--- config.mk ---
export PLATFORM = sky130hd
export DESIGN_NAME = shifter_pipe
export DESIGN_NICKNAME = d
export VERILOG_FILES = /design/src/rtl/shifter_pipe.sv
export SDC_FILE = /design/constraint.sdc
export NUM_CORES = 1
export LEC_CHECK = 0
export ABC_AREA = 1
export CORE_MARGIN = 4
export CORE_UTILIZATION = 51
export CTS_BUF_LIST = sky130_fd_sc_hd__clkbuf_8
export CTS_CLUSTER_DIAMETER = 200
export DETAILED_ROUTE_END_ITERATION = 12
export GPL_TIMING_DRIVEN = 0
export MAX_ROUTING_LAYER = met4
export PLACE_DENSITY = 0.85
export SYNTH_ARGS = -nofsm -noshare
export SYNTH_HDL_FRONTEND = slang
export SYNTH_SLANG_ARGS = --single-unit
--- constraint.sdc ---
create_clock -name clk -period 1.8 [get_ports clk]
set_input_delay 0.18 -clock clk [delete_from_list [all_inputs] [get_ports clk]]
set_output_delay 0.18 -clock clk [all_outputs]
set_load 0.02 [all_outputs]
--- src/rtl/shifter_pipe.sv ---
// shifter_pipe: pipelined ARM-style barrel shifter for the operand-2 path.
//
// Supported shifts are LSL, LSR, ASR, ROR and RRX. The shifter also produces
// the ARM carry-out. The shift amount comes from an immediate or from
// in_rs[7:0], and register amounts of WIDTH and above are handled.
//
// The pipeline has LATENCY register stages with a global-advance handshake.
// When the output is full and the consumer stalls, every stage holds.
// flush drops every in-flight operation. The tag travels with each result.
//
// Ports
//   clk        clock, rising edge
//   reset      asynchronous active-low reset
//   flush      synchronous drop of all in-flight operations
//   in_valid   input operation present
//   in_ready   pipeline can accept input this cycle
//   in_rm      value to shift
//   in_rs      register shift amount source (bits [7:0] used)
//   in_shamt   immediate shift amount
//   in_sh      shift type: 00 LSL, 01 LSR, 10 ASR, 11 ROR/RRX
//   in_reg     1 = amount from in_rs[7:0], 0 = amount from in_shamt
//   in_cin     current C flag
//   in_tag     opaque tag
//   out_valid  result present
//   out_ready  consumer accepts the result
//   out_y      shifted result
//   out_cout   shifter carry-out
//   out_tag    tag of the result
module shifter_pipe #(
   parameter int WIDTH   = 32,
   parameter int LATENCY = 2,
   parameter int TAG_W   = 4
) (
   input  logic                     clk,
   input  logic                     reset,
   input  logic                     flush,
   input  logic                     in_valid,
   output logic                     in_ready,
   input  logic [WIDTH-1:0]         in_rm,
   input  logic [WIDTH-1:0]         in_rs,
   input  logic [$clog2(WIDTH)-1:0] in_shamt,
   input  logic [1:0]               in_sh,
   input  logic                     in_reg,
   input  logic                     in_cin,
   input  logic [TAG_W-1:0]         in_tag,
   output logic                     out_valid,
   input  logic                     out_ready,
   output logic [WIDTH-1:0]         out_y,
   output logic                     out_cout,
   output logic [TAG_W-1:0]         out_tag
);

   localparam int         SH_W    = $clog2(WIDTH);
   localparam int         HALF    = SH_W / 2;
   localparam int         TAIL_LO = (LATENCY == 1) ? 0 : HALF;
   localparam logic [7:0] W8      = 8'(WIDTH);
   localparam logic [WIDTH-1:0] ONES = '1;

   localparam logic [1:0] SH_LSL = 2'b00;
   localparam logic [1:0] SH_LSR = 2'b01;
   localparam logic [1:0] SH_ASR = 2'b10;
   localparam logic [1:0] SH_ROR = 2'b11;

   // Every operation is normalised into a right shift or rotate of x by r.
   // LSL is done by reversing the operand, shifting right and reversing
   // back (rev). Out-of-range amounts and RRX are resolved during decode.
   // Those cases enter the network with r = 0 and a preformed x.
   // cout_sel picks the final y[W-1] as carry. That is the ROR rule.
   typedef struct packed {
      logic [WIDTH-1:0] x;
      logic [SH_W-1:0]  r;
      logic             rot;
      logic             fill;
      logic             rev;
      logic             carry;
      logic             cout_sel;
      logic [TAG_W-1:0] tag;
   } stage_t;

   function automatic logic [WIDTH-1:0] bit_rev(input logic [WIDTH-1:0] v);
      logic [WIDTH-1:0] res;
      for (int i = 0; i < WIDTH; i++) res[i] = v[WIDTH-1-i];
      return res;
   endfunction

   // Applies mux levels lo..hi-1 of the log2(WIDTH)-level network.
   function automatic logic [WIDTH-1:0] shift_levels(
      input logic [WIDTH-1:0] x,
      input logic [SH_W-1:0]  r,
      input logic             rot,
      input logic             fill,
      input int               lo,
      input int               hi
   );
      logic [WIDTH-1:0] v;
      v = x;
      for (int k = 0; k < SH_W; k++) begin
         if (k >= lo && k < hi && r[k]) begin
            if (rot)
               v = (v >> (1 << k)) | (v << (WIDTH - (1 << k)));
            else if (fill)
               v = (v >> (1 << k)) | ~(ONES >> (1 << k));
            else
               v = v >> (1 << k);
         end
      end
      return v;
   endfunction

   function automatic stage_t advance(input stage_t p, input int lo, input int hi);
      stage_t q;
      q   = p;
      q.x = shift_levels(p.x, p.r, p.rot, p.fill, lo, hi);
      return q;
   endfunction

   logic adv;
   assign adv      = out_ready | ~out_valid;
   assign in_ready = adv;

   // Decode
   logic [7:0]       amt;
   logic [SH_W-1:0]  amt_lo;
   logic [SH_W-1:0]  amt_m1;
   logic [WIDTH-1:0] rm_rev;
   logic             sign;
   logic             is_rrx;
   stage_t           p_dec;

   always_comb begin
      rm_rev = bit_rev(in_rm);
      sign   = in_rm[WIDTH-1];
      is_rrx = ~in_reg && (in_shamt == '0) && (in_sh == SH_ROR);

      if (in_reg)
         amt = in_rs[7:0];
      else if ((in_shamt == '0) && ((in_sh == SH_LSR) || (in_sh == SH_ASR)))
         amt = W8;
      else
         amt = 8'(in_shamt);

      amt_lo = amt[SH_W-1:0];
      amt_m1 = amt_lo - SH_W'(1);

      p_dec     = '0;
      p_dec.tag = in_tag;

      if (is_rrx) begin
         p_dec.x     = {in_cin, in_rm[WIDTH-1:1]};
         p_dec.carry = in_rm[0];
      end else if (amt == 8'd0) begin
         p_dec.x     = in_rm;
         p_dec.carry = in_cin;
      end else begin
         case (in_sh)
            SH_LSL: begin
               p_dec.rev = 1'b1;
               if (amt < W8) begin
                  p_dec.x     = rm_rev;
                  p_dec.r     = amt_lo;
                  p_dec.carry = rm_rev[amt_m1];
               end else if (amt == W8) begin
                  p_dec.carry = in_rm[0];
               end
            end
            SH_LSR: begin
               if (amt < W8) begin
                  p_dec.x     = in_rm;
                  p_dec.r     = amt_lo;
                  p_dec.carry = in_rm[amt_m1];
               end else if (amt == W8) begin
                  p_dec.carry = sign;
               end
            end
            SH_ASR: begin
               if (amt < W8) begin
                  p_dec.x     = in_rm;
                  p_dec.r     = amt_lo;
                  p_dec.fill  = sign;
                  p_dec.carry = in_rm[amt_m1];
               end else begin
                  p_dec.x     = {WIDTH{sign}};
                  p_dec.carry = sign;
               end
            end
            SH_ROR: begin
               // amt mod WIDTH is just the low bits. r = 0 with amt != 0
               // leaves rm unrotated, and y[W-1] is then rm[W-1].
               p_dec.x        = in_rm;
               p_dec.r        = amt_lo;
               p_dec.rot      = 1'b1;
               p_dec.cout_sel = 1'b1;
            end
         endcase
      end
   end

   // Pipeline stages ahead of the output register
   stage_t p_tail;
   logic   v_pre;

   generate
      if (LATENCY == 1) begin : g_lat1
         assign p_tail = p_dec;
         assign v_pre  = in_valid;
      end else if (LATENCY == 2) begin : g_lat2
         stage_t s1;
         logic   s1_v;
         always_ff @(posedge clk or negedge reset) begin
            if (!reset) begin
               s1   <= '0;
               s1_v <= 1'b0;
            end else if (flush) begin
               s1_v <= 1'b0;
            end else if (adv) begin
               s1   <= advance(p_dec, 0, HALF);
               s1_v <= in_valid;
            end
         end
         assign p_tail = s1;
         assign v_pre  = s1_v;
      end else begin : g_lat3
         stage_t s1;
         stage_t s2;
         logic   s1_v;
         logic   s2_v;
         always_ff @(posedge clk or negedge reset) begin
            if (!reset) begin
               s1   <= '0;
               s2   <= '0;
               s1_v <= 1'b0;
               s2_v <= 1'b0;
            end else if (flush) begin
               s1_v <= 1'b0;
               s2_v <= 1'b0;
            end else if (adv) begin
               s1   <= p_dec;
               s1_v <= in_valid;
               s2   <= advance(s1, 0, HALF);
               s2_v <= s1_v;
            end
         end
         assign p_tail = s2;
         assign v_pre  = s2_v;
      end

      if (WIDTH > 8) begin : g_rs_hi
         logic unused_rs_hi;
         assign unused_rs_hi = ^in_rs[WIDTH-1:8];
      end
   endgenerate

   // Remaining levels, undo the LSL reversal, pick the carry
   logic [WIDTH-1:0] y_net;
   logic [WIDTH-1:0] y_fin;
   logic             cout_fin;

   always_comb begin
      y_net    = shift_levels(p_tail.x, p_tail.r, p_tail.rot, p_tail.fill, TAIL_LO, SH_W);
      y_fin    = p_tail.rev ? bit_rev(y_net) : y_net;
      cout_fin = p_tail.cout_sel ? y_fin[WIDTH-1] : p_tail.carry;
   end

   always_ff @(posedge clk or negedge reset) begin
      if (!reset) begin
         out_valid <= 1'b0;
         out_y     <= '0;
         out_cout  <= 1'b0;
         out_tag   <= '0;
      end else if (flush) begin
         out_valid <= 1'b0;
      end else if (adv) begin
         out_valid <= v_pre;
         out_y     <= y_fin;
         out_cout  <= cout_fin;
         out_tag   <= p_tail.tag;
      end
   end

endmodule

; ---- Yosys cells after proc, flatten, opt, wreduce, memory -nomap -nowiden
; Index checks and enable logic that the tools add are counted.
[word_totals]
regBits = 85
output_inout_bits = 39
[op_classes]
n_addsub = 1
order_cmp = 2
eq_ne = 4
n_mux = 52
bitwise_logic = 9
n_reduce_logical = 9
[op_table]
columns = operator, n
row1 = 32-bit two-way mux, 20
row2 = 37-bit case mux with 4 select lines, 1
row3 = 37-bit two-way mux, 2
row4 = 16-bit by 32-bit bitwise OR with 32-bit output, 1
row5 = 24-bit by 32-bit bitwise OR with 32-bit output, 1
row6 = 28-bit by 32-bit bitwise OR with 32-bit output, 1
row7 = 30-bit by 32-bit bitwise OR with 32-bit output, 1
row8 = 31-bit by 32-bit bitwise OR with 32-bit output, 1
row9 = 31-bit two-way mux, 1
row10 = 8-bit two-way mux, 3
row11 = 1-bit two-way mux, 20
row12 = 1-bit binary-select mux with 5-bit select, 2
row13 = 8-bit by 6-bit == test with 1-bit output (second input constant), 1
row14 = 8-bit logical NOT, 1
row15 = 8-bit by 6-bit less-than comparator with 1-bit output (second input constant), 1
row16 = 5-bit by 6-bit less-than comparator with 1-bit output (second input constant), 1
row17 = 6-bit two-way mux, 1
row18 = 5-bit logical NOT, 1
row19 = 5-bit two-way mux, 1
row20 = 5-bit by 1-bit subtractor with 5-bit output (second input constant), 1
row21 = 2-bit == test (second input constant), 2
row22 = 1-bit logical AND, 3
row23 = 1-bit NOT, 3
row24 = 1-bit case mux with 3 select lines, 1
row25 = 6 further kinds, 6

; ---- Longest topological paths before layout
[depth]
word_depth = 18
mapped_depth = 18

; ---- Worst setup path after synthesis
; Ideal clock, no wire load.
[synth_timing]
path_type = input -> register
startpoint = input in_sh[0]
endpoint = register g_lat2.s1[15] (netlist name)
arrival_ns = 1.764
required_ns = 1.682
path_slack_ns = -0.082
path_stages = 13
n_path_buf = 1
path_cell_list = inv_1 > ha_1 > nand3_2 > nand3_4 > o21ai_1 > nand2_1 > nor2_2 > clkbuf_1 > nand3_1 > nand2_1 > nand2_1 > nand3_1 > nand2_1
[synth_via]
elab_chain_len = 18
word_cells_on_any_way = 31
[synth_rtl]
columns = item, line_no
row1 = start: declaration, 42  ; input logic [1:0] in_sh,
row2 = 2-bit by 1-bit == test with 1-bit output or 2-bit == test (tied branches), "137, 155"
row3 = 1-bit logical OR, 137  ; else if ((in_shamt == '0) && ((in_sh == SH_LSR) || (in_sh == SH_ASR)))
row4 = 1-bit logical AND, 137
row5 = 6-bit two-way mux, 137
row6 = 8-bit two-way mux, 135  ; if (in_reg)
row7 = 8-bit by 6-bit less-than comparator with 1-bit output, "158, 167, 176"
row8 = 31-bit two-way mux (tied with other cells), 176  ; if (amt < W8) begin
row9 = 37-bit case mux with 4 select lines, 155  ; case (in_sh)
row10 = [... 2 more ...], n/a
row11 = 32-bit two-way mux or 31-bit by 32-bit bitwise OR with 32-bit output (tied branches), "101, 100"
row12 = 32-bit two-way mux, 99  ; if (rot)
row13 = 32-bit two-way mux, 98  ; if (k >= lo && k < hi && r[k]) begin
row14 = 32-bit two-way mux, 215  ; end else if (adv) begin
row15 = 32-bit two-way mux, 213  ; end else if (flush) begin
row16 = 32-bit two-way mux or 30-bit by 32-bit bitwise OR with 32-bit output (tied branches), "101, 100"
row17 = 32-bit two-way mux, 99
row18 = 32-bit two-way mux *, 98
row19 = end signal: assignment, 216  ; s1 <= advance(p_dec, 0, HALF);
row20 = end: declaration, 207  ; stage_t s1;
; Every way passes the cells marked *; elsewhere a longest branch is shown, timed or not. The select of a mux whose other input is x is not followed.
; A chain may end at the register's enable or synchronous reset.

; ---- Worst setup path after layout
[layout_timing]
startpoint = input in_rs[6]
endpoint = register g_lat2.s1[24] (netlist name)
[layout_via]
elab_chain_len = 14
word_cells_on_any_way = 22
[layout_rtl]
columns = item, line_no
row1 = start: declaration, 40  ; input logic [WIDTH-1:0] in_rs,
row2 = 8-bit two-way mux *, 135
row3 = 8-bit by 6-bit less-than comparator with 1-bit output, "158, 167, 176"
row4 = 31-bit two-way mux (tied with other cells), 176
row5 = 37-bit case mux with 4 select lines, 155
row6 = 32-bit two-way mux, 151  ; end else if (amt == 8'd0) begin
row7 = 32-bit two-way mux, 148  ; if (is_rrx) begin
row8 = 32-bit two-way mux or 31-bit by 32-bit bitwise OR with 32-bit output (tied branches), "101, 100"
row9 = 32-bit two-way mux, 99
row10 = 32-bit two-way mux, 98
row11 = 32-bit two-way mux, 215
row12 = 32-bit two-way mux, 213
row13 = 32-bit two-way mux or 30-bit by 32-bit bitwise OR with 32-bit output (tied branches), "101, 100"
row14 = 32-bit two-way mux, 99
row15 = 32-bit two-way mux *, 98
; Marks and branches as above.

==> summary.txt <==
Logic synthesis
  – Synth Area in Simple Gates: 0.4110
  – Post-synth top flop: dfrtp_1
  – Synth Instances: 1229
  – Syn Std Cell Area: 7361 um^2
  – XOR/XNOR share of the synthesized area: 0
  – Register area share after synthesis: 0.2788
  – Library cells used by synthesis: 40
  – Flops & latches, synth: 82
  – Main combinational cell family by area after synthesis: simple AND/OR/NAND/NOR gates
  – Area leader, netlist: dfrtp_1
  – Adder-cell share of the synthesized area: 0.008499
  – Mean post-synth cell area: 5.989 um^2
  – Warnings, synthesis: 0
  – Top area cells in the synthesized netlist: dfrtp_1, nand2_1, nand3_1, o21ai_0, inv_1
  – Post-synth EDFFs: 0
  – Syn nets: 1316
  – Mux cell area share after synthesis: 0.01224
  – Yosys top cell area share: 0.2788
  – Post-synth ARST share: 1.000
  – Synth Area in Compound Gates: 0.1948

Critical path
  – Crit Path Max Fanout: 5
  – Critical path type: primary input to flip-flop
  – Critical Path Source Type: primary input
  – Worst Setup SP: in_rs[6]
  – Worst Setup EP: g_lat2.s1[24]
  – Reg2reg start: g_lat2.s1[8]
  – Critical Path End Type: flip-flop
  – Arrival time at the worst endpoint: 2150 ps
  – Critical Path RT: 2130 ps
  – FF-to-FF End: out_y[26]
  – Cells on worst reg2reg path: 10
  – R2R setup slack: -20 ps

Timing
  – Rel. slew slack: 0.5608
  – Actual slew at the worst max-slew pin: 658.8 ps
  – RSZ-0062 raised after global routing: true
  – Period utilization: 1.012
  – Final worst slack: -22.11 ps
  – Final worst path period need: 1822 ps
  – Fin. Hold Viols: 0
  – Fmax achieved: 0.5488 GHz
  – Setup Skew: 16.02 ps
  – Hold WS: 174.9 ps
  – Max-slew violation count: 0
  – Final setup viols: 12

Cells and area
  – Share of cells above drive strength 1: 0.2833
  – Antenna diode count: 0
  – Nets: 1469
  – Filler instances: 1136
  – Register Area: 2056 um^2
  – Area of the multi-input gates: 5718 um^2
  – Commonest non-fill, non-tap cell in the layout: nand2_1
  – Final std cells w/o fill: 1567
  – Leading cell types in the layout, fill and taps excluded: nand2_1, nand3_1, dfrtp_1
  – Area growth syn-to-layout: 42.72%

GRT
  – First-pass GRT wire length: 46.71 mm
  – GRT overflow: 0
  – Number of global-route vias before repair: 8841
  – Gr usage total: 0.3720
  – Largest net degree at the start of global routing: 73
  – Initial antenna violation count: 0

Drt
  – Wire per inst: 19.84 um
  – Drt total wl: 31.08 mm
  – Antenna-violating nets left: 0
  – Avg Vias per Cell: 6.239
  – Drt drc: 0
  – Detailed-route via count: 9777
  – First-pass DRT Iterations: 8
  – Drt initial violations: 1333

Die
  – CORE AREA: 13990 um^2
  – Std-Cell Rows: 43
  – Chip height: 128.1 um
  – Initial Util: 0.5262
  – Die Footprint: 16420 um^2
  – Ports: 121
  – Die width: 128.1 um

Placed design
  – Gp weighted congestion: 1.098
  – PortBufs: 96
  – Post-detail-place hpwl: 22.30 mm
  – Cells after DPL: 1506

CTS
  – Skew-Pair Late Insertion Delay: 400 ps
  – H-tree depth: 3
  – CTS clk-pin slew, worst paths: 90 ps
  – CTS Root Cell: clkbuf_8
  – CTS Buffer Depth: 2
  – Clock Sinks: 82
  – CTS tree: yes
  – Total CTS buffers: 9

Flow run
  – Max_cap viols: 0

Pwr
  – Peak supply drop: 0.0007059 V
  – Pwr dens: 819.8 nW/um^2
  – Overall power: 0.008612 W
  – Leak pwr: 4.992 nW

Hold path
  – Hold crit path type: primary input to async pin

Status
  – Failing checks: negative setup slack
  – Status: finished with violations
[worst min path at each step]
stage               start      endpoint  slack (ps)  cells after the start
2_1_floorplan       reset  g_lat2.s1[0]        -120                      0
3_3_place_gp   out_tag[1]    out_tag[1]         460                      2
3_5_place_dp        reset    out_tag[0]          30                      1
4_1_cts             reset    out_tag[0]         150                      2
5_1_grt             reset    out_tag[0]         170                      2
6_report            reset    out_tag[0]         170                      2
[critical path: stages]
cell	delay, ps
dlygate4sd2_1	280
o21ai_4	190
buf_4	160
nand4_1	140
nand2_1	160
inv_2	80
nand2_8	100
nand2_8	80
buf_6	150
nand3_2	60
nand3_2	100
nand3_2	140
nand2_4	70
nand2_1	80
nand3_2	90
nand2_2	90
[repair_timing]
action                                  CTS  global route
endpoints found under the hold margin    82             0
hold buffers                              1             0
endpoints found under the setup margin   80            70
gates cloned                              3             2
gates resized for setup                 288           271
pin swaps                                52            99
buffers inserted                         27            14
[per-layer routing]
| metal | up-vias | GRT usage | share of wire |
|---|---|---|---|
| met4 | 0 | 0.1348 | 0.041 |
| met5 | - | - | 0 |
| li1 | 4411 | - | - |
| met3 | 129 | 0.06292 | 0.11 |
| met1 | 4526 | 0.5055 | 0.39 |
| met2 | 711 | 0.5607 | 0.45 |
[report_power, final]
| part | switching (W) | leakage, nW | total (W) | internal, W |
|---|---|---|---|---|
| Combinational | 0.00290 | 3.90 | 0.00478 | 0.00188 |
| Sequential | 0.000316 | 1.01 | 0.00256 | 0.00224 |
| Clock | 0.000758 | 0.0841 | 0.00127 | 0.000509 |
| Total | 0.00398 | 4.99 | 0.00861 | 0.00464 |
[area by class of cell]
| type | instances | area share |
|---|---|---|
| Sequential cell | 82 | 0.1957 |
| Timing Repair Buffer | 143 | 0.1317 |
| Buffer | 77 | 0.05252 |
| Clock buffer | 9 | 0.01179 |
| Timing Repair inverter | 1 | 0.0007146 |
| Multi-Input combinational cell | 974 | 0.5443 |
| Tap cell | 180 | 0.02144 |
| Inverter | 94 | 0.03680 |
| Clock inverter | 7 | 0.005002 |
[cell usage after synthesis (all sizes together) (9+ instances only)]
library cell  instances
a21oi                47
a22oi                11
buf                  24
clkbuf               55
dfrtp                82
inv                  90
mux2i                 9
nand2               432
nand3               217
nor2                 49
o21ai               158
[logic make-up (layout without fill, tap and decap cells)]
kind of cell    count (synthesis)  in the layout
fa+ha+maj                       5              5
compound gates                255            255
flops                          82             82
mux                             9              9
simple gates                  705            705
buf+inv                       173            331
[registers in the layout, indices dropped and copies added, names as in the netlist]
name	flops
out_y	32
out_valid	1
g_lat2.s1_v	1
g_lat2.s1	43
out_cout	1
out_tag	4
[through the flow]
| stage | setup slack, ps | instance area (um^2) | setup TNS [ps] | utilization |
|---|---|---|---|---|
| 2_1_floorplan | -3.987 | 7387 | -23.43 | - |
| 3_3_place_gp | -2245 | 8573 | -242890 | 0.6129 |
| 3_5_place_dp | -1186 | 8598 | -61900 | 0.6147 |
| 4_1_cts | -38.47 | 9649 | -201.2 | 0.6898 |
| 5_1_grt | -90.28 | 10510 | -2555 | 0.7510 |
| 6_report | -22.11 | 10510 | -156.3 | 0.7510 |
Power figures use the tool's default switching activity.
